`config.mk`:
```
export PLATFORM = sky130hd
export DESIGN_NAME = lpm_inv_pipe_flat
export DESIGN_NICKNAME = d
export VERILOG_FILES = /design/src/rtl/lpm_inv_pipe_if.sv /design/src/rtl/lpm_inv_pipe.sv /design/src/flat_wrapper.sv
export SDC_FILE = /design/constraint.sdc
export NUM_CORES = 1
export LEC_CHECK = 0
export ABC_AREA = 1
export BUFFER_PORTS_ARGS = -buffer_cell sky130_fd_sc_hd__buf_2
export CAP_MARGIN = 20
export CORE_UTILIZATION = 41
export CTS_CLUSTER_SIZE = 14
export DETAILED_ROUTE_END_ITERATION = 12
export PLACE_DENSITY = 0.65
export SYNTH_ARGS = -nofsm -noshare
export SYNTH_HDL_FRONTEND = slang
export SYNTH_SLANG_ARGS = --single-unit
```
`constraint.sdc`:
```
create_clock -name clock -period 1.25 [get_ports clock]
set_clock_uncertainty 0.15 [all_clocks]
set_input_delay 0.1875 -clock clock [delete_from_list [all_inputs] [get_ports clock]]
set_output_delay 0.1875 -clock clock [all_outputs]
set_load 0.005 [all_outputs]
```
`src/rtl/lpm_inv_pipe_if.sv`:
```
// Handshake bundle for lpm_inv_pipe: producer side, consumer side and status.
// The result_par signal exists only when LPM_INV_PIPE_PARITY_EN is defined.
interface lpm_inv_pipe_if #(
    parameter int lpm_width = 8
);
    logic                 in_valid;
    logic                 in_ready;
    logic [1:0]           mode;
    logic [lpm_width-1:0] mask;
    logic [lpm_width-1:0] data;
    logic                 out_valid;
    logic                 out_ready;
    logic [lpm_width-1:0] result;
    logic                 busy;
`ifdef LPM_INV_PIPE_PARITY_EN
    logic                 result_par;
`endif

    modport slave (
        input  in_valid, mode, mask, data, out_ready,
`ifdef LPM_INV_PIPE_PARITY_EN
        output result_par,
`endif
        output in_ready, out_valid, result, busy
    );

    modport master (
        output in_valid, mode, mask, data, out_ready,
`ifdef LPM_INV_PIPE_PARITY_EN
        input  result_par,
`endif
        input  in_ready, out_valid, result, busy
    );
endinterface

```
`src/rtl/lpm_inv_pipe.sv`:
```
// Pipelined inverter/logic unit with valid/ready backpressure, clken and sclr.
// Optional result parity output enabled by defining LPM_INV_PIPE_PARITY_EN.
module lpm_inv_pipe #(
    parameter int    lpm_width    = 8,
    parameter int    lpm_pipeline = 2,
    parameter string lpm_type     = "lpm_inv_pipe",
    parameter string lpm_hint     = "UNUSED"
) (
    input  logic          clock,
    input  logic          reset_n,
    input  logic          clken,
    input  logic          sclr,
    lpm_inv_pipe_if.slave bus
);

    if (lpm_width < 1 || lpm_pipeline < 0 || lpm_pipeline > 8) begin : g_bad_param
        $fatal(1, "%m: illegal parameters lpm_width=%0d lpm_pipeline=%0d (%s/%s)",
               lpm_width, lpm_pipeline, lpm_type, lpm_hint);
    end

    function automatic logic [lpm_width-1:0] op_f(
        input logic [1:0]           m,
        input logic [lpm_width-1:0] d,
        input logic [lpm_width-1:0] k
    );
        case (m)
            2'd0:    op_f = ~d;
            2'd1:    op_f = d;
            2'd2:    op_f = d ^ k;
            default: op_f = d & ~k;
        endcase
    endfunction

    logic [lpm_width-1:0] op_w;
    assign op_w = op_f(bus.mode, bus.data, bus.mask);
`ifdef LPM_INV_PIPE_PARITY_EN
    logic par_w;
    assign par_w = ^op_w;
`endif

    if (lpm_pipeline == 0) begin : g_comb
        // No registers: the operation result feeds the consumer directly.
        assign bus.in_ready  = reset_n & clken & ~sclr & bus.out_ready;
        assign bus.out_valid = reset_n & clken & ~sclr & bus.in_valid;
        assign bus.result    = reset_n ? op_w : '0;
        assign bus.busy      = 1'b0;
`ifdef LPM_INV_PIPE_PARITY_EN
        assign bus.result_par = reset_n & par_w;
`endif
    end else begin : g_pipe
        localparam int P = lpm_pipeline;

        logic [P-1:0]         vld_p;
        logic [lpm_width-1:0] data_p [P];
        logic [P-1:0]         rdy;
        logic [P-1:0]         up_vld;
        logic [lpm_width-1:0] up_data [P];
        logic                 rdy_acc;
`ifdef LPM_INV_PIPE_PARITY_EN
        logic [P-1:0]         par_p;
        logic [P-1:0]         up_par;
`endif

        // A stage may advance when any stage downstream of it has a hole,
        // or the consumer takes the last one; this lets bubbles collapse.
        always_comb begin
            rdy     = '0;
            rdy_acc = bus.out_ready;
            for (int i = P - 1; i >= 0; i--) begin
                rdy[i]  = rdy_acc;
                rdy_acc = rdy_acc | ~vld_p[i];
            end
        end

        always_comb begin
            up_vld     = '0;
            up_vld[0]  = bus.in_valid;
            up_data[0] = op_w;
            for (int i = 1; i < P; i++) begin
                up_vld[i]  = vld_p[i-1];
                up_data[i] = data_p[i-1];
            end
        end

`ifdef LPM_INV_PIPE_PARITY_EN
        always_comb begin
            up_par    = '0;
            up_par[0] = par_w;
            for (int i = 1; i < P; i++) up_par[i] = par_p[i-1];
        end
`endif

        // Stage registers: reset clears everything, sclr clears valids only.
        always_ff @(posedge clock or negedge reset_n) begin
            if (!reset_n) begin
                vld_p <= '0;
                for (int i = 0; i < P; i++) data_p[i] <= '0;
`ifdef LPM_INV_PIPE_PARITY_EN
                par_p <= '0;
`endif
            end else if (sclr) begin
                vld_p <= '0;
            end else if (clken) begin
                for (int i = 0; i < P; i++) begin
                    if (!vld_p[i] || rdy[i]) begin
                        vld_p[i]  <= up_vld[i];
                        data_p[i] <= up_data[i];
`ifdef LPM_INV_PIPE_PARITY_EN
                        par_p[i]  <= up_par[i];
`endif
                    end
                end
            end
        end

        // Output boundary.
        assign bus.in_ready  = reset_n & clken & ~sclr & (~vld_p[0] | rdy[0]);
        assign bus.out_valid = vld_p[P-1];
        assign bus.result    = data_p[P-1];
        assign bus.busy      = |vld_p;
`ifdef LPM_INV_PIPE_PARITY_EN
        assign bus.result_par = par_p[P-1];
`endif
    end

endmodule

```
`src/flat_wrapper.sv`:
```
// flat-port wrapper written by rule: the top's interface ports become plain ports
module lpm_inv_pipe_flat 
#(
    parameter int    lpm_width    = 8,
    parameter int    lpm_pipeline = 2,
    parameter string lpm_type     = "            ",
    parameter string lpm_hint     = "      "
)
  (clock, reset_n, clken, sclr, bus_in_valid, bus_mode, bus_mask, bus_data, bus_out_ready, bus_in_ready, bus_out_valid, bus_result, bus_busy);
  lpm_inv_pipe_if #(.lpm_width(lpm_width)) bus_i ();
  input  logic clock;
  input  logic reset_n;
  input  logic clken;
  input  logic sclr;
  input wire logic [$bits(bus_i.in_valid)-1:0] bus_in_valid;
  input wire logic [$bits(bus_i.mode)-1:0] bus_mode;
  input wire logic [$bits(bus_i.mask)-1:0] bus_mask;
  input wire logic [$bits(bus_i.data)-1:0] bus_data;
  input wire logic [$bits(bus_i.out_ready)-1:0] bus_out_ready;
  output wire logic [$bits(bus_i.in_ready)-1:0] bus_in_ready;
  output wire logic [$bits(bus_i.out_valid)-1:0] bus_out_valid;
  output wire logic [$bits(bus_i.result)-1:0] bus_result;
  output wire logic [$bits(bus_i.busy)-1:0] bus_busy;
  assign bus_i.in_valid = bus_in_valid;
  assign bus_i.mode = bus_mode;
  assign bus_i.mask = bus_mask;
  assign bus_i.data = bus_data;
  assign bus_i.out_ready = bus_out_ready;
  assign bus_in_ready = bus_i.in_ready;
  assign bus_out_valid = bus_i.out_valid;
  assign bus_result = bus_i.result;
  assign bus_busy = bus_i.busy;
  lpm_inv_pipe #(.lpm_width(lpm_width), .lpm_pipeline(lpm_pipeline), .lpm_type(lpm_type), .lpm_hint(lpm_hint)) u_core (.clock(clock), .reset_n(reset_n), .clken(clken), .sclr(sclr), .bus(bus_i));
endmodule
```
Yosys cells after proc, flatten, opt, wreduce, memory -nomap -nowiden

Cells that the tools add are included.
Widths: inputs -> output; s select.

Equality and inequality tests: 2
Multiplexer cells: 5
Bitwise gates (word level): 12
Reductions and logical operators: 13

Operators with widths:

| cell               | number |
|---|---|
| $pmux 8 s3         | 1 |
| $not 8->8          | 2 |
| $and 8x8->8        | 1 |
| $xor 8x8->8        | 1 |
| $reduce_and 3->1   | 2 |
| $reduce_bool 2->1  | 3 |
| $mux 2             | 2 |
| $reduce_and 2->1   | 2 |
| $and 1x1->1        | 3 |
| $not 1->1          | 3 |
| $eq 2x1->1 const B | 1 |
| $eq 2x2->1 const B | 1 |
| $logic_not 1->1    | 2 |
| $logic_not 2->1    | 1 |
| $logic_or 1x1->1   | 2 |
| $mux 1             | 2 |
| $or 1x1->1         | 2 |
| $reduce_or 2->1    | 1 |

Flip-flop bits (word level): 18
Input port bits: 24
Output and inout bits: 11
Logic and storage cells: 36

Depth between registers and ports, before layout

Gate-level depths: netlist of run 1.

Depth in word-level cells: 6
Depth in mapped cells: 6

Worst setup path before layout of run 1

No wires, ideal clock.

Path type: reg2out
From: register u_core.g_pipe.vld_p[1]
To: output bus_in_ready
Arrival: 0.835 ns
Required time: 0.912 ns
Slack: 0.077 ns
Stages on the path, launching flop included: 6
Buffers on the path: 0
Path through: dfrtp_1 -> nand3_2 -> nand2_2 -> inv_4 -> nand2_1 -> inv_1

Word-level cells in the longest chain between the ends: 4

RTL lines:

| element                         | RTL line            | text |
|---|---|---|
| start, declared                 | lpm_inv_pipe.sv:53  | `logic [P-1:0] vld_p;` |
| start signal, assigned by index | lpm_inv_pipe.sv:106 | `vld_p[i] <= up_vld[i];` |
| $not 1->1                       | lpm_inv_pipe.sv:71  | `rdy_acc = rdy_acc \| ~vld_p[i];` |
| $or 1x1->1                      | lpm_inv_pipe.sv:71  |  |
| $or 1x1->1                      | --                  |  |
| $and 1x1->1                     | lpm_inv_pipe.sv:117 | `assign bus.in_ready = reset_n & clken & ~sclr & (~vld_p[0] \| rdy[0]);` |
| end, declared                   | flat_wrapper.sv:20  | `output wire logic [$bits(bus_i.in_ready)-1:0] bus_in_ready;` |

Every way passes these cells.

Worst setup path in the final report of run 1

From: register u_core.g_pipe.vld_p[0]
To: output bus_in_ready

Word-level cells in the longest chain between the ends: 3

RTL lines:

| element     | RTL line |
|---|---|
| $not 1->1   | -- |
| $or 1x1->1  | -- |
| $and 1x1->1 | lpm_inv_pipe.sv:117 |

Every way passes these cells.

==> results of run 1 <==
-- layout make-up --
| type | count | area, µm² | share of cell area |
|---|---|---|---|
| inverters | 22 | 85.1 | 0.0531 |
| flip-flops and latches | 18 | 450 | 0.281 |
| clock buffers | 4 | 36.3 | 0.0226 |
| multi-input cells | 119 | 669 | 0.418 |
| repair buffers | 46 | 307 | 0.191 |
| well taps | 44 | 55.1 | 0.0343 |
-- tightest hold or removal path, stage by stage --
cell     delay (ps)
buf_2            90
a21oi_1          80
nand2_1          60
nand2_1          50
-- registers in the layout, indices dropped and copies added, names as in the netlist --
| signal | flops |
|---|---|
| u_core.bus.result | 8 |
| u_core.g_pipe.data_p | 8 |
| u_core.g_pipe.vld_p | 2 |
-- cells in the final DEF (no fill, tap or decap), drive strengths merged --
master / netlist / layout
nand3b: 8 / 8
a21oi: 1 / 1
or2: 1 / 1
buf: 14 / 44
dfrtp: 18 / 18
clkbuf: 0 / 4
ha: 8 / 8
nand3: 42 / 42
dlygate4sd3: 0 / 2
inv: 22 / 22
nor2: 26 / 26
nand2: 33 / 33
-- repair_timing --
item,in CTS,in global routing
setup endpoints to repair,2,39
resized for setup,11,5
hold buffers,2,1
endpoints found under the hold margin,19,18
setup buffers,4,2
pin swaps,2,3
-- metrics by stage --
stage	hold WS [ps]	TNS, ps	util	setup WS, ps	area [µm²]
3_3_place_gp	59.5	0	0.488	71.7	1480
5_1_grt	87.3	-4310	0.529	-261	1600
6_report	59.4	-677	0.529	-204	1600
4_1_cts	49.7	-1690	0.527	-197	1600
3_5_place_dp	47.0	0	0.488	49.7	1480
2_1_floorplan	-258	0	-	77.4	1310
-- power breakdown --
part / internal, mW / total (mW) / switching, mW
Sequential: 0.673 / 0.725 / 0.0519
Clock: 0.177 / 0.342 / 0.165
Combinational: 0.203 / 0.410 / 0.207
Total: 1.05 / 1.48 / 0.424
-- cells in the mapped netlist, drive strengths merged --
| cell | count |
|---|---|
| ha | 8 |
| dfrtp | 18 |
| buf | 14 |
| nand2 | 33 |
| or2 | 1 |
| nand3b | 8 |
| nand3 | 42 |
| nor2 | 26 |
| inv | 22 |
| a21oi | 1 |
-- worst min-delay path by stage --
| stage | endpoint | slack (ps) |
|---|---|---|
| after floorplan | u_core.bus.result[0] | -260 |
| after global placement | u_core.g_pipe.vld_p[0] | 60 |
| after detailed placement | u_core.bus.result[7] | 50 |
| after CTS | u_core.g_pipe.vld_p[1] | 50 |
| after global routing | u_core.g_pipe.vld_p[0] | 90 |
| final | u_core.g_pipe.vld_p[0] | 60 |
-- per-layer routing --
layer	up-vias	global-route usage
met4	0	0.0748
met5	-	0
met2	27	0.256
met1	482	0.204
met3	2	0.0154
li1	620	-
-- kinds of logic (layout without fill, tap and decap cells) --
kind of cell    Yosys count  count (layout)
fa+ha+maj                 8               8
flops                    18              18
buf+inv                  36              72
compound gates            1               1
simple gates            110             110
==> metrics.yaml, run 1 <==
rr_startpoint: "u_core.g_pipe.vld_p[0]"
die_w_um: 58.4
final_nets: 242
crit_path_frequent_cell: "nand2_2"
violations: "setup timing"
endpoint: "bus_in_ready"
yosys.cell_types.count: 18
yosysTopAreaCellShare: 0.345
hold_violations: 0
core_area_um2: 3030
ios: 35
synth-compound-area-share: 0.00383
synth_top_family_by_area: "simple AND/OR/NAND/NOR gates"
routed_via_density: 4.47
synthXorXnorAreaFrac: 0
port_buffers: 34
tightestPinTransition_ps: 764
max-slew-margin-rel: 0.489
clkTransAtPathRegs_ps: 100
syn_area_um2: 1310
hold_path_startpoint: "clken"
peakVddDrop_mv: 0.296
cts_buffers: 3
dp_hpwl_um: 1840
start_kind: "flop"
n_fill_cell: 312
clock.fmax_mhz: 688
dr_wl_met3_um: 85
cts_tree: "done"
drt-wirelength-per-cell_um: 9.50
antenna_found_initial: 0
syn_area_per_cell_um2: 7.55
htree_levels: 1
yosysWarnings: 0
stdcell_count: 253
synthTopCellsByArea: "dfrtp_1 (34%), nand3_1 (15%), nand2_1 (9.2%)"
met1Wirelength_um: 1170
cts.sinks: 18
grt_overflow: 0
r2r-end: "u_core.g_pipe.data_p[9]"
yosysTopAreaCell: "dfrtp_1"
rsz0062_at_grt: "yes"
synth_mux_area_frac: 0
rr_worst_depth: 6
p_total_mw: 1.48
antenna_cells: 0
fp.dieArea_um2: 3420
cp_cell_sequence: "nand3_2, nand2_2, inv_4, nand2_2, inv_2, buf_6"
crit_cells: 6
placed_cells: 244
grt_pass1_vias: 954
cp-end-kind: "output port"
path_buf_inv: 3
clockRootBuffer: "clkbuf_4"
drc: 0
drtIter0Drc: 39
cpPeakStageDelay_ps: 420
startpoint: "u_core.g_pipe.vld_p[0]"
critPathRequiredTime_ps: 910
crit_slowest_cell: "dfrtp_1"
arrival_ps: 1120
top_layer_used: "met4"
cp_top_family: "flip-flops"
rows: 20
synth_fa_ha_area_frac: 0.0766
status: "finished with violations"
fin_crit_sh: 1.16
cellLeakagePower_nw: 0.873
ys_seq_area_frac: 0.345
critPathMaxFanout: 4
max_cap_violations: 0
fp.dieH_um: 58.4
gp_congestion: 0.708
grt_max_degree: 19
firstDrtPassIters: 4
slew_viol_final: 0
crit_type: "reg2out"
synth_cells: 173
grt_first_pass_wirelength_um: 4080
clk_path_buf_depth: 2
syn_to_final_growth_pct: 22.7
route.met2.wl_um: 1120
drt_wl_total_um: 2400
num_vias: 1131
drive_above_1_share: 0.321
initial_core_util: 0.431
r2r_slack_ps: 20
holdPathStages: 4
synth-seq-cells: 18
syn_nets: 205
p_per_area_nw_per_um2: 922
grt_usage: 0.155
ant_nets: 0
min_period_ps: 1450
setup_ws_ps: -204
clock_latency_ps: 280
synth-simple-area-share: 0.409
setup_viol: 21
hold_path_class: "in2reg"
Note: power is estimated with default switching activity, not from simulation.
==> inputs of run 2 (changes only) <==
==> constraint.sdc (replaced) <==
create_clock -name clock -period 1.5 [get_ports clock]
set_clock_uncertainty 0.15 [all_clocks]
set_input_delay 0.225 -clock clock [delete_from_list [all_inputs] [get_ports clock]]
set_output_delay 0.225 -clock clock [all_outputs]
set_load 0.005 [all_outputs]
==> run 2 against run 1 <==
Against the previous run:
- the run now ends clean
- highest routed layer unchanged
- utilization fell by 1.9 points
- first-iteration DRC count fell by 31%
- hold slack got worse by 53 ps
- combinational power fell by 23%
- flip-flop and latch count did not move
- critical endpoint is now bus_busy
- power fell by 18%
- final area fell by 3.6%
==> metrics.yaml, run 2 (same netlist as run 1, synthesis figures left out) <==
setup_viol: 0  # -100%
crit_type: "reg2out"
whs_ps: 6.82  # -52.6 ps
clock.fmax_mhz: 668
firstDrtPassIters: 4  # unchanged
worstHoldEndpoint: "u_core.g_pipe.vld_p[0]"
cp_top_family: "flip-flops"
critPathMaxFanout: 3  # -1
max-slew-margin-rel: 0.830  # +0.341
ant_nets: 0  # unchanged
final_common_cell: "nand3_1"
hold_violations: 0  # unchanged
cpPeakStageDelay_ps: 410  # about the same
slew_viol_final: 0  # unchanged
port_buffers: 34  # unchanged
core_area_um2: 3030  # unchanged
cp_cell_sequence: "or2_2, buf_2"
grt_first_pass_wirelength_um: 4190  # +2.7%
swShare: 0.290  # +0.00268
htree_levels: 1  # unchanged
min_period_ps: 1500
r2r-end: "u_core.bus.result[1]"
grt_pass1_vias: 975  # +2.2%
initial_core_util: 0.431  # unchanged
p_total_mw: 1.21  # -18%
p_int_uw: 859  # -18%
p_per_area_nw_per_um2: 783  # -15%
gp_congestion: 0.719  # +1.5%
dpl_cell_area_um2: 1450  # -2.2%
grt_max_degree: 19  # unchanged
clock_latency_ps: 290  # about the same
cts_tree: "done"
drive_above_1_share: 0.290  # -0.0301
cts_buffers: 3  # unchanged
cellLeakagePower_nw: 0.866  # -0.86%
final_nets: 243  # +0.41%
drt-wirelength-per-cell_um: 9.47  # -0.31%
start_kind: "flop"
tightestPinTransition_ps: 255  # -509 ps
crit_slowest_cell: "dfrtp_1"
rows: 20  # unchanged
hold_path_startpoint: "bus_in_valid"
route.met2.wl_um: 1090  # -2.2%
arrival_ps: 1120  # about the same
routed_via_density: 4.46  # -0.13%
path_buf_inv: 1  # -2
p_seq_frac: 0.494  # +0.003
combPwrFrac: 0.260  # -0.017
ios: 35  # unchanged
grt_usage: 0.159  # +0.00395
fin_crit_sh: 0.997
hold_path_class: "in2reg"
met1Wirelength_um: 1190  # +1.8%
fp.dieH_um: 58.4  # unchanged
syn_to_final_growth_pct: 18.3
holdPathStages: 3  # -1
peakVddDrop_mv: 0.274  # -7.3%
fp.dieArea_um2: 3420  # unchanged
clk_path_buf_depth: 2  # unchanged
rr_worst_depth: 6  # unchanged
drc: 0  # unchanged
fin_area_um2: 1550  # -3.6%
drt_wl_total_um: 2410  # about the same
clkTransAtPathRegs_ps: 100  # about the same
cp-end-kind: "output port"
status: "completed"
clockRootBuffer: "clkbuf_4"
critPathRequiredTime_ps: 1120  # +210 ps
r2r_slack_ps: 110  # +90 ps
dr_wl_met3_um: 92  # +8.2%
cts.sinks: 18  # unchanged
max_cap_violations: 0  # unchanged
p_sw_uw: 350  # -17%
layout_common_cells: "nand3_1 (40), buf_2 (33), nand2_1 (31), nor2_1 (24)"
num_vias: 1134  # +0.27%
p_clk_frac: 0.246  # +0.014
rr_startpoint: "u_core.g_pipe.vld_p[1]"
rsz0062_at_grt: "yes"
dp_hpwl_um: 1840  # about the same
die_w_um: 58.4  # unchanged
antenna_cells: 0  # unchanged
grt_overflow: 0  # unchanged
antenna_found_initial: 0  # unchanged
top_layer_used: "met4"
drtIter0Drc: 27  # -31%
run 2: cell count changes in the layout (fill, tap and decap cells not counted), moves of 2 or more:
| cell | change |
|---|---|
| nor2_1 | +7 |
| nor2_2 | -6 |
| buf_4 | +5 |
| buf_12 | -2 |
| buf_6 | -2 |
run 2: final cells by class:
| class | count | area (µm²) |
|---|---|---|
| Timing Repair Buffer | 47 | 277 |
| Fill cell | 323 | 1480 |
| Sequential cell | 18 | 450 |
| Tap cell | 44 | 55.1 |
| Multi-Input combinational cell | 119 | 642 |
| Clock buffer | 4 | 36.3 |
| Inverter | 22 | 85.1 |
run 2: how the worst max path moves through the flow:
stage	start	depth (start not counted)	endpoint
3_3_place_gp	sclr	7	bus_in_ready
2_1_floorplan	u_core.g_pipe.vld_p[1]	5	bus_in_ready
3_5_place_dp	sclr	7	bus_in_ready
4_1_cts	u_core.g_pipe.vld_p[1]	2	bus_busy
5_1_grt	u_core.g_pipe.vld_p[0]	6	bus_in_ready
6_report	u_core.g_pipe.vld_p[1]	2	bus_busy
run 2: power groups by stage:
stage	logic (mW)	clock network, mW	registers, mW
CTS	0.314	0.302	0.598
global placement	0.303	0	0.606
floorplan	0.248	0	0.602
detailed placement	0.305	0	0.609
finish	0.315	0.297	0.598
global route	0.366	0.317	0.609
run 2: metrics by stage:
stage           util  setup slack, ps  instances  setup TNS, ps
3_5_place_dp   0.477              191        243              0
3_3_place_gp   0.477              201        243              0
2_1_floorplan      -              290        173              0
4_1_cts        0.500            -15.2        251          -19.1
6_report       0.510             4.07        254              0
5_1_grt        0.510            -36.9        254          -66.6
run 2: metal layers:
metal	vias to the layer above	track usage
li1	620	-
met1	481	0.208
met2	31	0.259
met3	2	0.0198
met4	0	0.0816
met5	-	0
run 2: worst min-delay path, stage by stage:
cell,delay (ps)
buf_2,80
nand2_1,40
nand2_1,70
run 2: timing repair:
action	CTS	global route
endpoints found under the hold margin	18	0
hold buffers	1	0
resized for setup	0	3
buffers inserted	3	3
endpoints found under the setup margin	2	2
pin swaps	1	1
gates cloned	0	0
==> inputs of run 3 (changes only) <==
==> constraint.sdc (replaced) <==
create_clock -name clock -period 1.5 [get_ports clock]
set_clock_uncertainty 0.15 [all_clocks]
set_input_delay 0.3 -clock clock [delete_from_list [all_inputs] [get_ports clock]]
set_output_delay 0.3 -clock clock [all_outputs]
set_load 0.005 [all_outputs]
==> run 3 against run 2 <==
Against the previous run:
- the flow now finishes with violations (setup timing)
- first-iteration DRC count grew 26%
- sequential power about the same
- via count fell by 1.4%
- power down 1.1%
- clock power down 4%
- global-route usage fell by 0.43 points
- largest cell class unchanged
==> metrics.yaml, run 3 (same netlist as run 1, synthesis figures left out) <==
tightestPinTransition_ps: 250  # -5.01 ps
grt_first_pass_wirelength_um: 4170  # -0.33%
rr_startpoint: "u_core.g_pipe.vld_p[1]"
grt_max_degree: 19  # unchanged
arrival_ps: 1090  # -30 ps
slew_viol_final: 0  # unchanged
syn_to_final_growth_pct: 17.9
grt_usage: 0.155  # -0.00427
status: "finished with violations"
worstHoldEndpoint: "u_core.g_pipe.vld_p[0]"
drtIter0Drc: 34  # +26%
fp.dieH_um: 58.4  # unchanged
start_kind: "flop"
final-seq-area_um2: 450  # unchanged
n_fill_cell: 317  # -1.9%
setup_ws_ps: -42.1  # -46.1 ps
violations: "setup timing"
htree_levels: 1  # unchanged
place_ws_ps: 75.3  # -115 ps
grt_overflow: 0  # unchanged
initial_core_util: 0.431  # unchanged
crit_type: "reg2out"
peakVddDrop_mv: 0.258  # -5.7%
drc: 0  # unchanged
hold_path_class: "in2reg"
max_cap_violations: 0  # unchanged
ios: 35  # unchanged
firstDrtPassIters: 4  # unchanged
rows: 20  # unchanged
clkTransAtPathRegs_ps: 100  # about the same
routed_via_density: 4.42  # -1.0%
gp_congestion: 0.747  # +3.9%
num_vias: 1118  # -1.4%
cts_tree: "done"
hold_violations: 0  # unchanged
fp.dieArea_um2: 3420  # unchanged
drive_above_1_share: 0.282  # -0.00818
min_period_ps: 1540  # +46.1 ps
cts.sinks: 18  # unchanged
critPathRequiredTime_ps: 1050  # -70 ps
clock.fmax_mhz: 648  # -3.0%
rsz0062_at_grt: "yes"
r2r-end: "u_core.g_pipe.data_p[11]"
layout_common_cells: "nand3_1 (40), buf_2 (33), nand2_1 (31), nor2_1 (24), inv_1 (19)"
clock_latency_ps: 280  # about the same
drt_wl_total_um: 2370  # -1.3%
dp_hpwl_um: 1820  # -0.96%
port_buffers: 34  # unchanged
rr_worst_depth: 6  # unchanged
drt-wirelength-per-cell_um: 9.38  # -0.90%
setup_viol: 3  # +3
core_area_um2: 3030  # unchanged
ant_nets: 0  # unchanged
clockRootBuffer: "clkbuf_4"
holdPathStages: 3  # unchanged
multiInputGateArea_um2: 644  # +0.39%
die_w_um: 58.4  # unchanged
antenna_cells: 0  # unchanged
final_common_cell: "nand3_1"
final_nets: 242  # -0.41%
max-slew-margin-rel: 0.833  # +0.00375
clk_path_buf_depth: 2  # unchanged
hold_path_startpoint: "bus_in_valid"
p_per_area_nw_per_um2: 777  # -0.74%
antenna_found_initial: 0  # unchanged
cellLeakagePower_nw: 0.862  # -0.41%
final_util: 0.509  # -0.00165
grt_pass1_vias: 945  # -3.1%
fin_crit_sh: 1.03  # +0.0308
r2r_slack_ps: 230  # +120 ps
cp-end-kind: "output port"
cts_buffers: 3  # unchanged
critPathMaxFanout: 3  # unchanged
## run 3: cell types whose count changed in the layout (fill, tap and decap cells not counted), sizes merged
cell	previous run	this run
buf	46	45
## run 3: final cells by class
type                       instances  area share
timing repair buffer              46       0.175
tap                               44      0.0357
sequential                        18       0.292
multi-input combinational        119       0.418
clock buffer                       4      0.0236
inverter                          22      0.0552
## run 3: critical path, cell delays in order, from the launching register on
cell	delay, ps
dfrtp_1	410
nand3_2	110
nand2_2	90
inv_4	40
nand2_2	40
inv_1	30
buf_2	110
## run 3: repair_timing
action,4_1_cts,5_1_grt
gates resized for setup,3,0
hold buffers,1,0
hold endpoints to repair,18,0
setup endpoints to repair,2,2
setup buffers,4,1
pin swaps,1,2
## run 3: metrics by stage
step | hold WS, ps | instance area, µm² | instances | total power [mW] | setup TNS (ps)
after CTS | 63.8 | 1530 | 252 | 1.22 | -96.6
after global routing | 66.1 | 1540 | 253 | 1.29 | -276
after detailed placement | 168 | 1450 | 243 | 0.913 | 0
final | 82.2 | 1540 | 253 | 1.20 | -91.6
after global placement | 174 | 1450 | 243 | 0.906 | 0
after floorplan | -146 | 1310 | 173 | 0.850 | 0
## run 3: how the worst max path moves through the flow
stage	slack (ps)	to	start
after floorplan	210	bus_in_ready	u_core.g_pipe.vld_p[1]
after CTS	-50	bus_in_ready	u_core.g_pipe.vld_p[1]
after detailed placement	80	u_core.bus.result[4]	sclr
after global routing	-130	bus_in_ready	u_core.g_pipe.vld_p[1]
final	-40	bus_in_ready	u_core.g_pipe.vld_p[1]
after global placement	80	u_core.bus.result[4]	sclr
## run 3: power breakdown
group          internal, mW  switching [mW]  total, mW
clock                 0.147           0.137      0.285
sequential            0.561          0.0363      0.597
combinational         0.151           0.164      0.315
total                 0.859           0.338       1.20
## run 3: routing by layer
metal | share of wire | global-route usage
met1 | 0.50 | 0.231
met2 | 0.45 | 0.230
met3 | 0.032 | 0.0154
met4 | 0.011 | 0.0612
met5 | 0 | 0
